<file path="config.mk">
export PLATFORM = sky130hd
export DESIGN_NAME = pulpino_boot_seq
export DESIGN_NICKNAME = d
export VERILOG_FILES = /design/src/rtl/pulpino_boot_seq.sv
export SDC_FILE = /design/constraint.sdc
export NUM_CORES = 1
export LEC_CHECK = 0
export ABC_AREA = 1
export BUFFER_PORTS_ARGS = -buffer_cell sky130_fd_sc_hd__buf_2
export CELL_PAD_IN_SITES_DETAIL_PLACEMENT = 1
export CELL_PAD_IN_SITES_GLOBAL_PLACEMENT = 1
export CORE_MARGIN = 1.5
export CORE_UTILIZATION = 47
export DETAILED_ROUTE_END_ITERATION = 8
export GPL_ROUTABILITY_DRIVEN = 0
export PLACE_DENSITY = 0.94
export SYNTH_ARGS = -nofsm -noshare
export SYNTH_HDL_FRONTEND = slang
export SYNTH_SLANG_ARGS = --single-unit
export TNS_END_PERCENT = 10
</file>
<file path="constraint.sdc">
create_clock -name clk -period 4.55 [get_ports clk]
set_input_delay 0.6825 -clock clk [delete_from_list [all_inputs] [get_ports clk]]
set_output_delay 0.6825 -clock clk [all_outputs]
set_load 0.01 [all_outputs]
</file>
<file path="src/rtl/pulpino_boot_seq.sv">
// Boot/reset sequencer for the PULPino FPGA top: synchronises the MMCM lock,
// debounces the board reset button, holds the core in reset for a fixed time,
// then releases reset and raises fetch enable. Also handles a software soft
// reset and reports the cause of the most recent reset entry.
module pulpino_boot_seq #(
    parameter int unsigned SYNC_STAGES        = 2,
    parameter int unsigned DEBOUNCE_CYCLES    = 100000,
    parameter int unsigned RST_HOLD_CYCLES    = 64,
    parameter int unsigned FETCH_DELAY_CYCLES = 16
) (
    input  logic       clk,
    input  logic       rst,
    input  logic       locked_i,
    input  logic       ext_rst_n_i,
    input  logic       sw_rst_req_i,
    output logic       core_rst_n_o,
    output logic       fetch_enable_o,
    output logic [1:0] state_o,
    output logic [1:0] rst_cause_o
);

    localparam int unsigned MAX_HF  = (RST_HOLD_CYCLES > FETCH_DELAY_CYCLES) ?
                                      RST_HOLD_CYCLES : FETCH_DELAY_CYCLES;
    localparam int unsigned MAX_CNT = (DEBOUNCE_CYCLES > MAX_HF) ? DEBOUNCE_CYCLES : MAX_HF;
    localparam int unsigned CNT_W   = $clog2(MAX_CNT) + 1;

    localparam logic [CNT_W-1:0] DB_LAST    = CNT_W'(DEBOUNCE_CYCLES - 1);
    localparam logic [CNT_W-1:0] HOLD_LAST  = CNT_W'(RST_HOLD_CYCLES - 1);
    localparam logic [CNT_W-1:0] FETCH_LAST = CNT_W'(FETCH_DELAY_CYCLES - 1);
    localparam logic [CNT_W-1:0] CNT_ONE    = CNT_W'(1);

    typedef enum logic [1:0] {
        WAIT_LOCK = 2'd0,
        HOLD      = 2'd1,
        RELEASE   = 2'd2,
        RUN       = 2'd3
    } state_e;

    typedef enum logic [1:0] {
        CAUSE_POR    = 2'd0,
        CAUSE_LOCK   = 2'd1,
        CAUSE_BUTTON = 2'd2,
        CAUSE_SOFT   = 2'd3
    } cause_e;

    logic [SYNC_STAGES-1:0] lock_sync_q, lock_sync_d;
    logic [SYNC_STAGES-1:0] btn_sync_q,  btn_sync_d;
    logic                   lock_s, btn_s;

    logic                   btn_deb_q, btn_deb_d;
    logic [CNT_W-1:0]       db_cnt_q,  db_cnt_d;

    state_e                 state_q, state_d;
    cause_e                 cause_q, cause_d;
    logic [CNT_W-1:0]       cnt_q,   cnt_d;
    logic                   core_rst_n_q, core_rst_n_d;
    logic                   fetch_en_q,   fetch_en_d;

    assign lock_s = lock_sync_q[SYNC_STAGES-1];
    assign btn_s  = btn_sync_q[SYNC_STAGES-1];

    // Shift the asynchronous lock and button inputs through their synchronisers
    always_comb begin
        lock_sync_d = {lock_sync_q[SYNC_STAGES-2:0], locked_i};
        btn_sync_d  = {btn_sync_q[SYNC_STAGES-2:0], ext_rst_n_i};
    end

    // Debounce: adopt the synchronised button only after it differs long enough
    always_comb begin
        btn_deb_d = btn_deb_q;
        db_cnt_d  = db_cnt_q;
        if (btn_s == btn_deb_q) begin
            db_cnt_d = '0;
        end else if (db_cnt_q == DB_LAST) begin
            btn_deb_d = btn_s;
            db_cnt_d  = '0;
        end else begin
            db_cnt_d = db_cnt_q + CNT_ONE;
        end
    end

    // Sequencer next state; exit events first in priority lock > button > soft
    always_comb begin
        state_d = state_q;
        cnt_d   = cnt_q;
        cause_d = cause_q;
        if (state_q != WAIT_LOCK && !lock_s) begin
            state_d = WAIT_LOCK;
            cnt_d   = '0;
            cause_d = CAUSE_LOCK;
        end else if ((state_q == RELEASE || state_q == RUN) && !btn_deb_q) begin
            state_d = HOLD;
            cnt_d   = '0;
            cause_d = CAUSE_BUTTON;
        end else if ((state_q == RELEASE || state_q == RUN) && sw_rst_req_i) begin
            state_d = HOLD;
            cnt_d   = '0;
            cause_d = CAUSE_SOFT;
        end else begin
            case (state_q)
                WAIT_LOCK: begin
                    if (lock_s && btn_deb_q) begin
                        state_d = HOLD;
                        cnt_d   = '0;
                    end
                end
                HOLD: begin
                    if (!btn_deb_q) begin
                        cnt_d = '0;
                    end else if (cnt_q == HOLD_LAST) begin
                        state_d = RELEASE;
                        cnt_d   = '0;
                    end else begin
                        cnt_d = cnt_q + CNT_ONE;
                    end
                end
                RELEASE: begin
                    if (cnt_q == FETCH_LAST) begin
                        state_d = RUN;
                        cnt_d   = '0;
                    end else begin
                        cnt_d = cnt_q + CNT_ONE;
                    end
                end
                RUN: begin
                    cnt_d = '0;
                end
                default: begin
                    state_d = WAIT_LOCK;
                    cnt_d   = '0;
                end
            endcase
        end
        // Outputs follow the next state so they are registered alongside it
        core_rst_n_d = (state_d == RELEASE) || (state_d == RUN);
        fetch_en_d   = (state_d == RUN);
    end

    // State and output registers with synchronous active-high reset
    always_ff @(posedge clk) begin
        if (rst) begin
            lock_sync_q  <= '0;
            btn_sync_q   <= '0;
            btn_deb_q    <= 1'b1;
            db_cnt_q     <= '0;
            state_q      <= WAIT_LOCK;
            cause_q      <= CAUSE_POR;
            cnt_q        <= '0;
            core_rst_n_q <= 1'b0;
            fetch_en_q   <= 1'b0;
        end else begin
            lock_sync_q  <= lock_sync_d;
            btn_sync_q   <= btn_sync_d;
            btn_deb_q    <= btn_deb_d;
            db_cnt_q     <= db_cnt_d;
            state_q      <= state_d;
            cause_q      <= cause_d;
            cnt_q        <= cnt_d;
            core_rst_n_q <= core_rst_n_d;
            fetch_en_q   <= fetch_en_d;
        end
    end

    assign core_rst_n_o   = core_rst_n_q;
    assign fetch_enable_o = fetch_en_q;
    assign state_o        = state_q;
    assign rst_cause_o    = cause_q;

endmodule

</file>
==> impl.org <==
** Pwr
- Design internal power :: 537 uW
- The share of total power dissipated in combinational logic is 0.056.
- Net switching fraction of the power :: 0.255
- Cell leakage power :: 1.04 nW
- Of the total power, the clock network draws 0.361.
- The share of total power dissipated in sequential elements is 0.583.
- Switching Power :: 183 uW
- Power spread over the standard cell area amounts to 273 mW/mm2.
- Maximum ir drop on the vdd rail :: 233 uV

** Timing
- Worst Tran Pin Value :: 610 ps
- Final setup vio count :: 0
- For the final database, setup skew stands at 7.86 ps.
- Fin. max-slew vios :: 0
- Maximum operating frequency :: 0.456 GHz
- The clock period could shrink to 2190 ps.
- The hold violation count in the final report came to 0.
- Final Cycle Share :: 0.482
- RSZ-0062 raised after global routing :: false
- Summed over all failing endpoints, the final setup total negative slack is 0 ps.
- Tightest slew margin relative to the limit :: 0.592

** Setup path
- Traced cell by cell, the critical path runs through inv_1 > ha_1 > o21ai_0 > nand2_1 > nor2_1 > nand2_2 > nor3_1.
- Measured in cells, the most critical reg-to-reg path has a length of 7.
- Kind of start point of the critical path :: flip-flop
- Maximum fanout count along the critical path :: 10
- Worst R2R Start :: state_o[0]
- Critical Path Max Stage Delay :: 440 ps
- Slack of the worst reg-to-reg path :: 2360 ps
- STA classifies the critical path endpoint as a flip-flop.
- Category of the most critical setup path :: reg -> reg
- Tracing the worst setup path back leads to its startpoint at state_o[0].
- Data on the critical path is required at its endpoint by 4770 ps.
- The worst register-to-register path ends at cnt_q[3].
- Slowest stage cell, crit path :: dfxtp_1
- At the worst endpoint, the arrival time is 2410 ps.

** Floorplanning
- Number of top-level pins :: 11
- Starting density of the core :: 0.483
- The floorplan step defined a die boundary enclosing 0.00562 mm2.
- Width of the die :: 75.0 um
- Die Height :: 75.0 um
- Count of standard-cell rows :: 26
- Placeable Area :: 0.00504 mm2

** Routing
- For this block, the via count after detailed routing is 2348.
- Using the TritonRoute via totals, the vias-per-cell ratio works out to 5.37.
- Drt wl/cell :: 15.5 um
- Iteration count of the initial detailed-routing pass :: 4
- In this run the remaining antenna-violating nets after routing total 0.
- Number of remaining DRC errors :: 0
- Iteration-0 DRC count of the detailed router :: 82
- Wirelength, routed :: 6.78 mm

** Finish
- The finished cells cover 0.00263 mm2.
- Share of cells above drive strength 1 :: 0.0681
- NumNets Final :: 379
- 0 antenna diodes ended up in the layout.
- Area growth, synth to finish :: 8.23%

** Synthesis
- The number of nets in the synthesized netlist is 367.
- After synthesis the netlist holds a flip-flop and latch count of 47.
- Portion of synthesized cell area occupied by the leading cell type :: 0.387
- For this run, asynchronously set or reset flops after synthesis account for 0.
- Number of unique standard cell types used by synthesis :: 30
- Yosys mapped a number of flops with a built-in enable equal to 0.
- Leading cell type by number of instances after synthesis :: nand2_1
- Commonest cells in the netlist :: 70 x nand2_1, 63 x nor2_1, 49 x inv_1
- Top cell type by total area after synthesis :: dfxtp_1
- The share of the Yosys chip area taken by registers is 0.387.
- The mapped netlist covers 0.00243 mm2.
- Number of instances in the synthesized netlist :: 354
- Post-synthesis area per instance :: 6.87 um2
- Biggest area contributors in the synthesized netlist :: dfxtp_1 39%, nand2_1 11%, nor2_1 9.7%, inv_1 7.6%, nand3_1 4.9%
- Synthesis warning total :: 0
- For this run, the leading register cell type out of synthesis is dfxtp_1.

** Global routing
- The first global-routing pass estimated 11.2 mm of wire.
- Congestion Overflow GR :: 0
- The initial antenna violation count came to 0.
- Via count of the first global-routing pass :: 2345
- Total track usage :: 0.263
- Pin count of the biggest net entering global routing :: 18

** CTS
- CTS Buffer Depth :: 2
- Clock sink count :: 47
- The number of clock buffers added by TritonCTS is 5.
- Post_cts resized :: 0
- Cell at the root of the clock tree :: clkbuf_8
- Clk Latency, worst-skew pair :: 300 ps
- In this run, post-CTS hold repair placed 0 buffers.
- CTS H-tree lvls :: 2
- TritonCTS built the clock tree.
- Worst-path clk slew :: 90 ps
- Post-CTS timing repair inserted 0 buffers for setup.

** Worst hold path
- The startpoint identified for the worst hold timing path is lock_sync_q[0].
- The worst hold path was traced through 2 stages.
- For hold timing, the worst endpoint is lock_sync_q[1].
- Worst hold-check path type :: reg -> reg

** Job
- Across the run, the number of max-cap violations was 0.

** Outcome
- Run status :: complete, no violations

** Placement
- Half-perimeter wire length after detailed placement :: 4.76 mm
- # port buffers :: 10
- Summing all placed instances gives a cell area of 0.00254 mm2.
-- flip-flops by register name, indices dropped and copies added (netlist names) --
signal and flops:
cnt_q 18, btn_sync_q 2, btn_deb_q 1, fetch_enable_o 1
core_rst_n_o 1, lock_sync_q 2, db_cnt_q 18, rst_cause_o 2
state_o 2
-- final cells by class --
type,instances,area [um2]
fillers,676,2410
multi-input cells,253,1280
flip-flops and latches,47,941
inverters,49,184
well taps,70,87.6
clock buffers,6,72.6
repair buffers,10,50.0
clock inverters,2,16.3
-- critical path: cells and delay by family (launching register included) --
| family | cells | cell delay (ps) |
|---|---|---|
| adders and majority gates | 1 | 290 |
| and+or+nand+nor | 4 | 880 |
| AOI/OAI and AO/OA | 1 | 330 |
| DFF | 1 | 440 |
| buffers and inverters | 1 | 170 |
-- metrics by stage --
| stage | worst slack (ps) | hold WS, ps | instances | power, mW | util |
|---|---|---|---|---|---|
| 2_1_floorplan | 2880 | 388 | 354 | 0.456 | - |
| 6_report | 2360 | 439 | 437 | 0.720 | 0.522 |
| 3_3_place_gp | 2600 | 391 | 429 | 0.465 | 0.505 |
| 5_1_grt | 2210 | 463 | 437 | 0.748 | 0.522 |
| 3_5_place_dp | 2470 | 404 | 429 | 0.468 | 0.505 |
| 4_1_cts | 2350 | 446 | 437 | 0.728 | 0.522 |
-- how the worst max path moves through the flow --
stage | to | slack (ps) | depth (start not counted)
6_report | cnt_q[3] | 2360 | 7
3_3_place_gp | cnt_q[10] | 2600 | 8
5_1_grt | cnt_q[13] | 2210 | 7
4_1_cts | cnt_q[3] | 2350 | 7
2_1_floorplan | cnt_q[3] | 2880 | 7
3_5_place_dp | cnt_q[1] | 2470 | 7
-- power by group through the flow --
stage	Combinational (mW)	Sequential, mW	Clock [mW]
floorplan	0.0274	0.429	0
global placement	0.0366	0.429	0
detailed placement	0.0385	0.429	0
CTS	0.0402	0.420	0.268
global route	0.0452	0.420	0.283
finish	0.0403	0.420	0.260
-- cell usage in the layout (no fill, tap or decap), types with 2 or more instances in the layout --
cell      instances
nand2_1          70
nor2_1           63
inv_1            49
dfxtp_1          47
nand3_1          24
a21oi_1          20
nand4_1          13
nor3_1           12
buf_2            10
ha_1              8
xnor2_1           7
o21ai_0           6
xor2_1            6
clkbuf_8          5
nor4_1            3
nand2_2           2
a31oi_1           2
nand3b_1          2
o21bai_1          2
nand3_2           2
nor2_2            2
o211ai_1          2
-- layer usage --
layer	vias to the layer above	global-route usage	wire, um	share of wire
li1	1159	-	-	-
met2	41	0.459	3460	0.51
met5	-	0	0	0
met1	1132	0.330	2980	0.44
met3	16	0.0335	179	0.026
met4	0	0.0970	154	0.023
-- logic make-up (layout without fill, tap and decap cells) --
family                   count (synthesis)  in the layout  synth area share
AND/OR/NAND/NOR                        198            198             0.362
buffers and inverters                   54             67            0.0864
flip-flops                              47             47             0.387
AO/OA/AOI/OAI                           34             34            0.0766
XOR/XNOR                                13             13            0.0468
adder cells (fa/ha/maj)                  8              8            0.0411
Note: power is estimated with default switching activity, not from simulation.
